`src/rtl/wb_pkg.sv`:
```
// Shared Wishbone widths, arbiter state encoding and default timeout.
package wb_pkg;

  localparam int WB_ADDR_W           = 32;
  localparam int WB_DATA_W           = 32;
  localparam int WB_SEL_W            = 4;
  localparam int ARB_TIMEOUT_DEFAULT = 255;

  typedef enum logic {
    ARB_IDLE = 1'b0,
    ARB_BUSY = 1'b1
  } arb_state_e;

endpackage

```
`src/rtl/wishbone_rr_arbiter_rr_priority_pick.sv`:
```
// Combinational round-robin pick: first requester after 'last', returned one-hot.
module rr_priority_pick #(
  parameter int NUM_MASTERS = 2,
  parameter int IDX_W       = (NUM_MASTERS > 1) ? $clog2(NUM_MASTERS) : 1
) (
  input  logic [NUM_MASTERS-1:0] req,
  input  logic [IDX_W-1:0]       last,
  output logic [NUM_MASTERS-1:0] winner
);

  localparam logic [NUM_MASTERS-1:0] ONE = {{(NUM_MASTERS-1){1'b0}}, 1'b1};

  int                     idx;
  logic [NUM_MASTERS-1:0] rot;

  // Walk the search order backwards so the nearest requester after 'last' is written last.
  always_comb begin
    winner = '0;
    idx    = 0;
    rot    = '0;
    for (int i = NUM_MASTERS; i >= 1; i--) begin
      idx = int'(last) + i;
      if (idx >= NUM_MASTERS) idx = idx - NUM_MASTERS;
      rot = req >> idx;
      if (rot[0]) winner = ONE << idx;
    end
  end

endmodule

```
`src/rtl/wishbone_rr_arbiter.sv`:
```
// Round-robin arbiter sharing one Wishbone slave between NUM_MASTERS masters,
// with a per-transfer ack timeout that returns an error to the granted master.
module wishbone_rr_arbiter
  import wb_pkg::*;
#(
  parameter int NUM_MASTERS = 2,
  parameter int TIMEOUT     = ARB_TIMEOUT_DEFAULT
) (
  input  logic                             clk_i,
  input  logic                             rst,
  input  logic [NUM_MASTERS*WB_ADDR_W-1:0] m_addr_i,
  input  logic [NUM_MASTERS*WB_DATA_W-1:0] m_data_i,
  input  logic [NUM_MASTERS-1:0]           m_we_i,
  input  logic [NUM_MASTERS*WB_SEL_W-1:0]  m_sel_i,
  input  logic [NUM_MASTERS-1:0]           m_stb_i,
  input  logic [NUM_MASTERS-1:0]           m_cyc_i,
  output logic [WB_DATA_W-1:0]             m_data_o,
  output logic [NUM_MASTERS-1:0]           m_ack_o,
  output logic [NUM_MASTERS-1:0]           m_err_o,
  output logic [WB_ADDR_W-1:0]             s_addr_o,
  output logic [WB_DATA_W-1:0]             s_data_o,
  output logic                             s_we_o,
  output logic [WB_SEL_W-1:0]              s_sel_o,
  output logic                             s_stb_o,
  output logic                             s_cyc_o,
  input  logic [WB_DATA_W-1:0]             s_data_i,
  input  logic                             s_ack_i,
  output logic [NUM_MASTERS-1:0]           gnt_o
);

  localparam int                IDX_W    = (NUM_MASTERS > 1) ? $clog2(NUM_MASTERS) : 1;
  localparam int                CNT_W    = $clog2(TIMEOUT + 1);
  localparam logic [CNT_W-1:0]  CNT_MAX  = CNT_W'(TIMEOUT);
  localparam logic [IDX_W-1:0]  LAST_RST = IDX_W'(NUM_MASTERS - 1);

  arb_state_e             state, state_d;
  logic [NUM_MASTERS-1:0] gnt, gnt_d, winner;
  logic [IDX_W-1:0]       gidx, gidx_d, last, last_d, widx;
  logic [CNT_W-1:0]       cnt;
  logic                   busy, stb_g, abort;

  rr_priority_pick #(
    .NUM_MASTERS (NUM_MASTERS),
    .IDX_W       (IDX_W)
  ) u_pick (
    .req    (m_cyc_i),
    .last   (last),
    .winner (winner)
  );

  always_comb begin
    widx = '0;
    for (int k = 0; k < NUM_MASTERS; k++) begin
      if (winner[k]) widx = IDX_W'(k);
    end
  end

  assign busy  = (state == ARB_BUSY);
  assign stb_g = busy & m_stb_i[gidx];
  // An ack arriving in the timeout cycle completes the transfer instead of aborting it.
  assign abort = busy & (cnt == CNT_MAX) & ~s_ack_i;

  always_comb begin
    state_d = state;
    gnt_d   = gnt;
    gidx_d  = gidx;
    last_d  = last;
    case (state)
      ARB_IDLE: begin
        if (|m_cyc_i) begin
          state_d = ARB_BUSY;
          gnt_d   = winner;
          gidx_d  = widx;
        end
      end
      ARB_BUSY: begin
        if (!m_cyc_i[gidx]) begin
          state_d = ARB_IDLE;
          gnt_d   = '0;
          last_d  = gidx;
        end
      end
      default: state_d = ARB_IDLE;
    endcase
  end

  always_ff @(posedge clk_i or posedge rst) begin
    if (rst) begin
      state <= ARB_IDLE;
      gnt   <= '0;
      gidx  <= '0;
      last  <= LAST_RST;
    end else begin
      state <= state_d;
      gnt   <= gnt_d;
      gidx  <= gidx_d;
      last  <= last_d;
    end
  end

  // Held at zero while idle, so every grant starts its first strobe from a clean count.
  always_ff @(posedge clk_i or posedge rst) begin
    if (rst) begin
      cnt <= '0;
    end else if (!busy || s_ack_i || abort) begin
      cnt <= '0;
    end else if (s_stb_o && (cnt != CNT_MAX)) begin
      cnt <= cnt + 1'b1;
    end
  end

  assign s_cyc_o  = busy & m_cyc_i[gidx];
  assign s_stb_o  = stb_g & ~abort;
  assign s_addr_o = busy ? m_addr_i[gidx*WB_ADDR_W +: WB_ADDR_W] : '0;
  assign s_data_o = busy ? m_data_i[gidx*WB_DATA_W +: WB_DATA_W] : '0;
  assign s_sel_o  = busy ? m_sel_i[gidx*WB_SEL_W +: WB_SEL_W] : '0;
  assign s_we_o   = busy & m_we_i[gidx];
  assign m_data_o = busy ? s_data_i : '0;
  assign m_ack_o  = gnt & {NUM_MASTERS{s_ack_i}};
  assign m_err_o  = gnt & {NUM_MASTERS{abort}};
  assign gnt_o    = gnt;

endmodule

```
`config.mk`:
```
export PLATFORM = sky130hd
export DESIGN_NAME = wishbone_rr_arbiter
export DESIGN_NICKNAME = d
export VERILOG_FILES = /design/src/rtl/wb_pkg.sv /design/src/rtl/wishbone_rr_arbiter_rr_priority_pick.sv /design/src/rtl/wishbone_rr_arbiter.sv
export SDC_FILE = /design/constraint.sdc
export NUM_CORES = 1
export LEC_CHECK = 0
export ABC_AREA = 1
export BUFFER_PORTS_ARGS = -buffer_cell sky130_fd_sc_hd__buf_2
export CORE_AREA = 2 2 110 112
export CTS_BUF_LIST = sky130_fd_sc_hd__clkbuf_4 sky130_fd_sc_hd__clkbuf_8
export CTS_CLUSTER_DIAMETER = 60
export DETAILED_ROUTE_END_ITERATION = 12
export DIE_AREA = 0 0 112 114
export HOLD_SLACK_MARGIN = 0.15
export PLACE_DENSITY_LB_ADDON = 0.1
export SLEW_MARGIN = 20
export SYNTH_ARGS = -nofsm -noshare
export SYNTH_HDL_FRONTEND = slang
export SYNTH_HIERARCHICAL = 1
export SYNTH_SLANG_ARGS = --single-unit
```
`constraint.sdc`:
```
create_clock -name clk_i -period 1.6 [get_ports clk_i]
set_clock_uncertainty 0.15 [all_clocks]
set_input_delay 0 -clock clk_i [delete_from_list [all_inputs] [get_ports clk_i]]
set_output_delay 0 -clock clk_i [all_outputs]
set_load 0.03 [all_outputs]
```
# ---- Word level (Yosys, flattened, before mapping)
# Index checks and enable logic that the tools add are counted.
dict set report op_classes {
  n_addsub 5
  multipliers 0
  div 0
  magnitude_cmp 3
  eq_ne 4
  n_shift 7
  mux 23
  bitwise_logic 12
  reduce_logical 9
}
# cell count
set ops {}
lappend ops {{two-way mux 32 bit} 5}
lappend ops {{variable part select 64 x 7 -> 32 bit} 2}
lappend ops {{greater-or-equal comparator 32 x 3 -> 1 bit, second input constant} 2}
lappend ops {{<< shifter 1 x 32 -> 2 bit, first input constant} 2}
lappend ops {{right shift 2 x 32 -> 1 bit} 2}
lappend ops {{subtractor 32 x 3 -> 32 bit, second input constant} 2}
lappend ops {{two-way mux 8 bit} 2}
lappend ops {{two-way mux 1 bit} 9}
lappend ops {{adder 8 x 1 -> 8 bit, second input constant} 1}
lappend ops {{equality test 8 bit, second input constant} 1}
lappend ops {{two-way mux 2 bit} 4}
lappend ops {{inequality test 8 bit, second input constant} 1}
lappend ops {{variable part select 8 x 4 -> 4 bit} 1}
lappend ops {{bitwise AND 1 bit} 6}
lappend ops {{AND reduction 2 bit} 3}
lappend ops {{bitwise AND 2 bit} 2}
lappend ops {{two-way mux 4 bit} 1}
lappend ops {{inequality test 2 bit, second input constant} 2}
lappend ops {{NOT 1 bit} 4}
lappend ops {{case mux 2 bit (2 select lines)} 1}
lappend ops {{adder 1 x 2 -> 3 bit, second input constant} 1}
lappend ops {{adder 1 x 1 -> 2 bit, second input constant} 1}
lappend ops {{logical OR 1 bit} 2}
lappend ops {{less-than comparator 1 x 2 -> 1 bit, second input constant} 1}
lappend ops {{other kinds (5)} 5}
dict set report totals {
  ff_bits 13
  latchBits 0
  ram_bits 0
  rom_bits 0
  inputBits 177
  output_inout_bits 109
  elab_cells 68
  mem_count 0
}

# ---- Depth between registers and ports, before layout
dict set report logic_depth {
  ltp_word 8
  mapped_depth 8
  depth_no_buf 8
}

# ---- Modules after synthesis
# The synthesis kept the hierarchy.
# mod instances cells_each area_per_inst_um2 seq_area_each_um2
set by_module_without_submodules {}
lappend by_module_without_submodules {wishbone_rr_arbiter 1 413 1998.2 326.6}
lappend by_module_without_submodules {rr_priority_pick 1 5 20.0 0.0}

# ---- Worst setup path after synthesis
# No wires, ideal clock.
dict set report synth_timing {
  kind {reg-to-output}
  from {register cnt[0]}
  to {output port m_err_o[0]}
  arrival_time_ps 1412
  required_time_ps 1450
  path_slack_ps 38
  stages_incl_launch_ff 8
  path_buffers 0
  path_cell_list {dfrtp_1 -> ha_1 -> nand3_1 -> inv_1 -> nand2_1 -> inv_1 -> nand2_1 -> nor2_1}
}
dict set report synth_via {
  elab_chain_cells 4
}
# element line
set synth_rtl {}
lappend synth_rtl {{from (decl)} wishbone_rr_arbiter.sv:39} ;# logic [CNT_W-1:0] cnt;
lappend synth_rtl {{from (signal assigned)} wishbone_rr_arbiter.sv:108} ;# cnt <= cnt + 1'b1;
lappend synth_rtl {{equality test 8 bit} wishbone_rr_arbiter.sv:61} ;# assign abort = busy & (cnt == CNT_MAX) & ~s_ack_i;
lappend synth_rtl {{bitwise AND 1 bit (2 in a row)} wishbone_rr_arbiter.sv:61}
lappend synth_rtl {{bitwise AND 2 bit} wishbone_rr_arbiter.sv:120} ;# assign m_err_o = gnt & {NUM_MASTERS{abort}};
lappend synth_rtl {{to (decl)} wishbone_rr_arbiter.sv:19} ;# output logic [NUM_MASTERS-1:0] m_err_o,
# Every way passes these cells.

# ---- Final worst setup path
dict set report layout_timing {
  from {register gidx}
  to {output port s_addr_o[26]}
}
dict set report layout_via {
  elab_chain_cells 2
}
# element line
set layout_rtl {}
lappend layout_rtl {{from (decl)} wishbone_rr_arbiter.sv:38} ;# logic [IDX_W-1:0] gidx, gidx_d, last, last_d, widx;
lappend layout_rtl {{from (signal assigned)} wishbone_rr_arbiter.sv:96} ;# gidx <= gidx_d;
lappend layout_rtl {{variable part select 64 x 7 -> 32 bit} wishbone_rr_arbiter.sv:114} ;# assign s_addr_o = busy ? m_addr_i[gidx*WB_ADDR_W +: WB_ADDR_W] : '0;
lappend layout_rtl {{two-way mux 32 bit} wishbone_rr_arbiter.sv:114}
lappend layout_rtl {{to (decl)} wishbone_rr_arbiter.sv:20} ;# output logic [WB_ADDR_W-1:0] s_addr_o,
# Every way passes these cells.

==> flow_summary.yaml <==
pwr:
  clkPwrFrac: 0.037
  combPwrFrac: 0.901
  power_frac_seq: 0.062
  p_leak_nw: 2.65
  p_total_mw: 8.38
  p_sw_frac: 0.613
  vdd_drop_max_mv: 0.935
  p_int_mw: 3.24
  power.switching_mw: 5.13
  power_density_nw_per_um2: 1980
sta:
  max_slew.worst_pin.slew_ps: 525
  setup_slack_ps: -1.61
  max_freq_ghz: 0.624
  rsz0062_at_grt: "yes"
  final_hold_viol_count: 0
  setup_viol: 1
  hold_ws_ps: 152
  slew_headroom: 0.650
  period_share: 1.00
  fin_crit_ps: 1600
  slew_viol_final: 0
placed_design:
  hpwl_um: 9580
  preCtsSetupSlack_ps: 79.8
  dp.cells: 834
  port_buffers: 285
  post_dp_cell_area_um2: 3630
  gp_congestion: 0.804
routing:
  route.met3.wl_um: 1100
  drt-initial-drc-count: 179
  postRouteAntennaNets: 0
  first_pass_iters: 4
  m1WireLength_um: 5380
  vias: 3603
  wl_um: 12600
  wl_per_cell_um: 14.7
  wl_met2_um: 6120
  avgViaCountPerCell: 4.20
  routed.top_layer: "met4"
  drc_errors: 0
yosys:
  ys_types: 22
  synthesis.area_um2: 2020
  yosysWarningCount: 6
  ys_seq_area_frac: 0.162
  yosys-top-cells-area: "nor2_1 29%, dfrtp_1 15%, nand2_1 14%, o21ai_1 13%, inv_1 9.1%"
  avgSynthCellArea_um2: 4.83
  synth_top_area_cell: "nor2_1"
  synth_cells: 418
  ys_ff_latch: 13
  syn_nets: 596
  synth_top_area_share: 0.286
worst_setup_path:
  cp_cell_sequence: "buf_4 -> clkbuf_16 -> o21ai_1 -> nor2_1 -> clkbuf_4"
  cp_top_family: "buffers and inverters"
  cpPeakStageDelay_ps: 480
  critPathMaxFanout: 12
  critPathBufInv: 3
  arrival_ps: 1450
  cp_slowest_cell: "dfrtp_2"
  startpoint_type: "register"
  criticalPathCategory: "reg -> out"
  end_kind: "output port"
  required_ps: 1450
  r2r_slack_ps: 130
floorplanning:
  ios: 286
  dieHeight_um: 114
  die_w_um: 112
  rows: 40
  dieArea_um2: 12800
  initial_core_util: 0.172
  core_um2: 11700
final_layout:
  drive_above_1_share: 0.485
  layout_commonest_cell: "buf_2"
  nNetsFinal: 890
  area_growth_pct: 109
  stdcell_count: 858
  layout.cells.most_common_list: "232 x buf_2, 148 x nor2_1, 72 x nand2_1, 47 x inv_1, 47 x o21ai_1"
  fin_area_um2: 4230
  diodes: 0
status:
  violations: "negative setup slack"
  status: "complete, but fails checks"
global_routing:
  antenna_found_initial: 0
  grt_pass1_vias: 3069
  grt_first_pass_wirelength_um: 17100
  grt_max_degree: 50
  grt_util_all_layers: 0.167
  grt_overflow: 0
clocking:
  cts_max_level: 1
  cts_tree: "yes"
  numCtsBuffers: 3
  clk_path_buf_depth: 2
  cts.sinks: 13
  clk_pin_slew_ps: 60
  insertion_delay_ps: 240
  clock-root-buffer: "clkbuf_8"
worst_hold_path:
  hp-class: "in -> reg"
run:
  cap_viol_max_count: 0
[final timing paths]
check,start,to,cells past startpoint
max,gidx$_DFFE_PP0P_,s_addr_o[26],5
min,m_stb_i[0],cnt[1]$_DFFE_PP0P_,6
max reg2reg,gidx$_DFFE_PP0P_,cnt[6]$_DFFE_PP0P_,7
min reg2reg,last$_DFFE_PP1P_,last$_DFFE_PP1P_,2
max in group asynchronous,rst,busy$_DFF_PP0_,3
min in group asynchronous,rst,cnt[1]$_DFFE_PP0P_,3
[registers in the layout, indices dropped and copies added, names as in the netlist]
signal  cells
busy        1
cnt         8
gidx        1
gnt_o       2
last        1
[worst min-delay path: cells and delay by family]
kind / cells / cell delay, ps
AO/OA/AOI/OAI: 1 / 60
AND/OR/NAND/NOR: 4 / 350
buffers and inverters: 1 / 80
[through the flow]
step | util | TNS, ps
after global placement | 0.310 | 0
after detailed placement | 0.310 | 0
after floorplan | - | 0
final | 0.361 | -1.61
after CTS | 0.335 | -14.3
after global routing | 0.361 | -1410
[routing by layer]
| layer | vias up | track usage |
|---|---|---|
| met3 | 4 | 0.0452 |
| met2 | 136 | 0.276 |
| met5 | - | 0 |
| li1 | 1860 | - |
| met4 | 0 | 0.0138 |
| met1 | 1603 | 0.228 |
[cells by family after synthesis]
family,after synthesis,share of synthesized area
compound gates,78,0.194
xor+xnor,3,0.0130
fa+ha+maj,1,0.00620
buf+inv,80,0.154
flops,13,0.162
simple gates,243,0.471
[area by class of cell]
type / instances / area (um2)
Fill cell: 1360 / 7480
Inverter: 54 / 208
Tap cell: 147 / 184
Sequential cell: 13 / 329
Timing Repair Buffer: 315 / 1980
Clock buffer: 4 / 48.8
Multi-Input combinational cell: 325 / 1480
[synth_stat cells (all sizes together)]
cell type	instances
nor2	155
nand2	76
o21ai	75
inv	54
clkbuf	19
dfrtp	12
nand3	9
buf	7
xor2	3
a21oi	2
dfstp	1
ha	1
nand4	1
nor3	1
o22ai	1
or2	1
[what timing repair did]
item / in CTS / in global routing
buffers inserted: 3 / 6
hold buffers: 5 / 0
resized for setup: 39 / 70
cloned: 2 / 4
pin swaps: 2 / 6
setup endpoints to repair: 18 / 67
endpoints found under the hold margin: 26 / 0
[power by group through the flow]
stage / Sequential [mW] / Clock [mW] / Combinational, mW
finish: 0.518 / 0.312 / 7.55
global route: 0.529 / 0.331 / 8.05
CTS: 0.499 / 0.324 / 6.84
detailed placement: 0.493 / 0 / 6.37
global placement: 0.493 / 0 / 6.38
floorplan: 0.507 / 0 / 4.32
No activity file was read; power rests on OpenSTA's default activity.
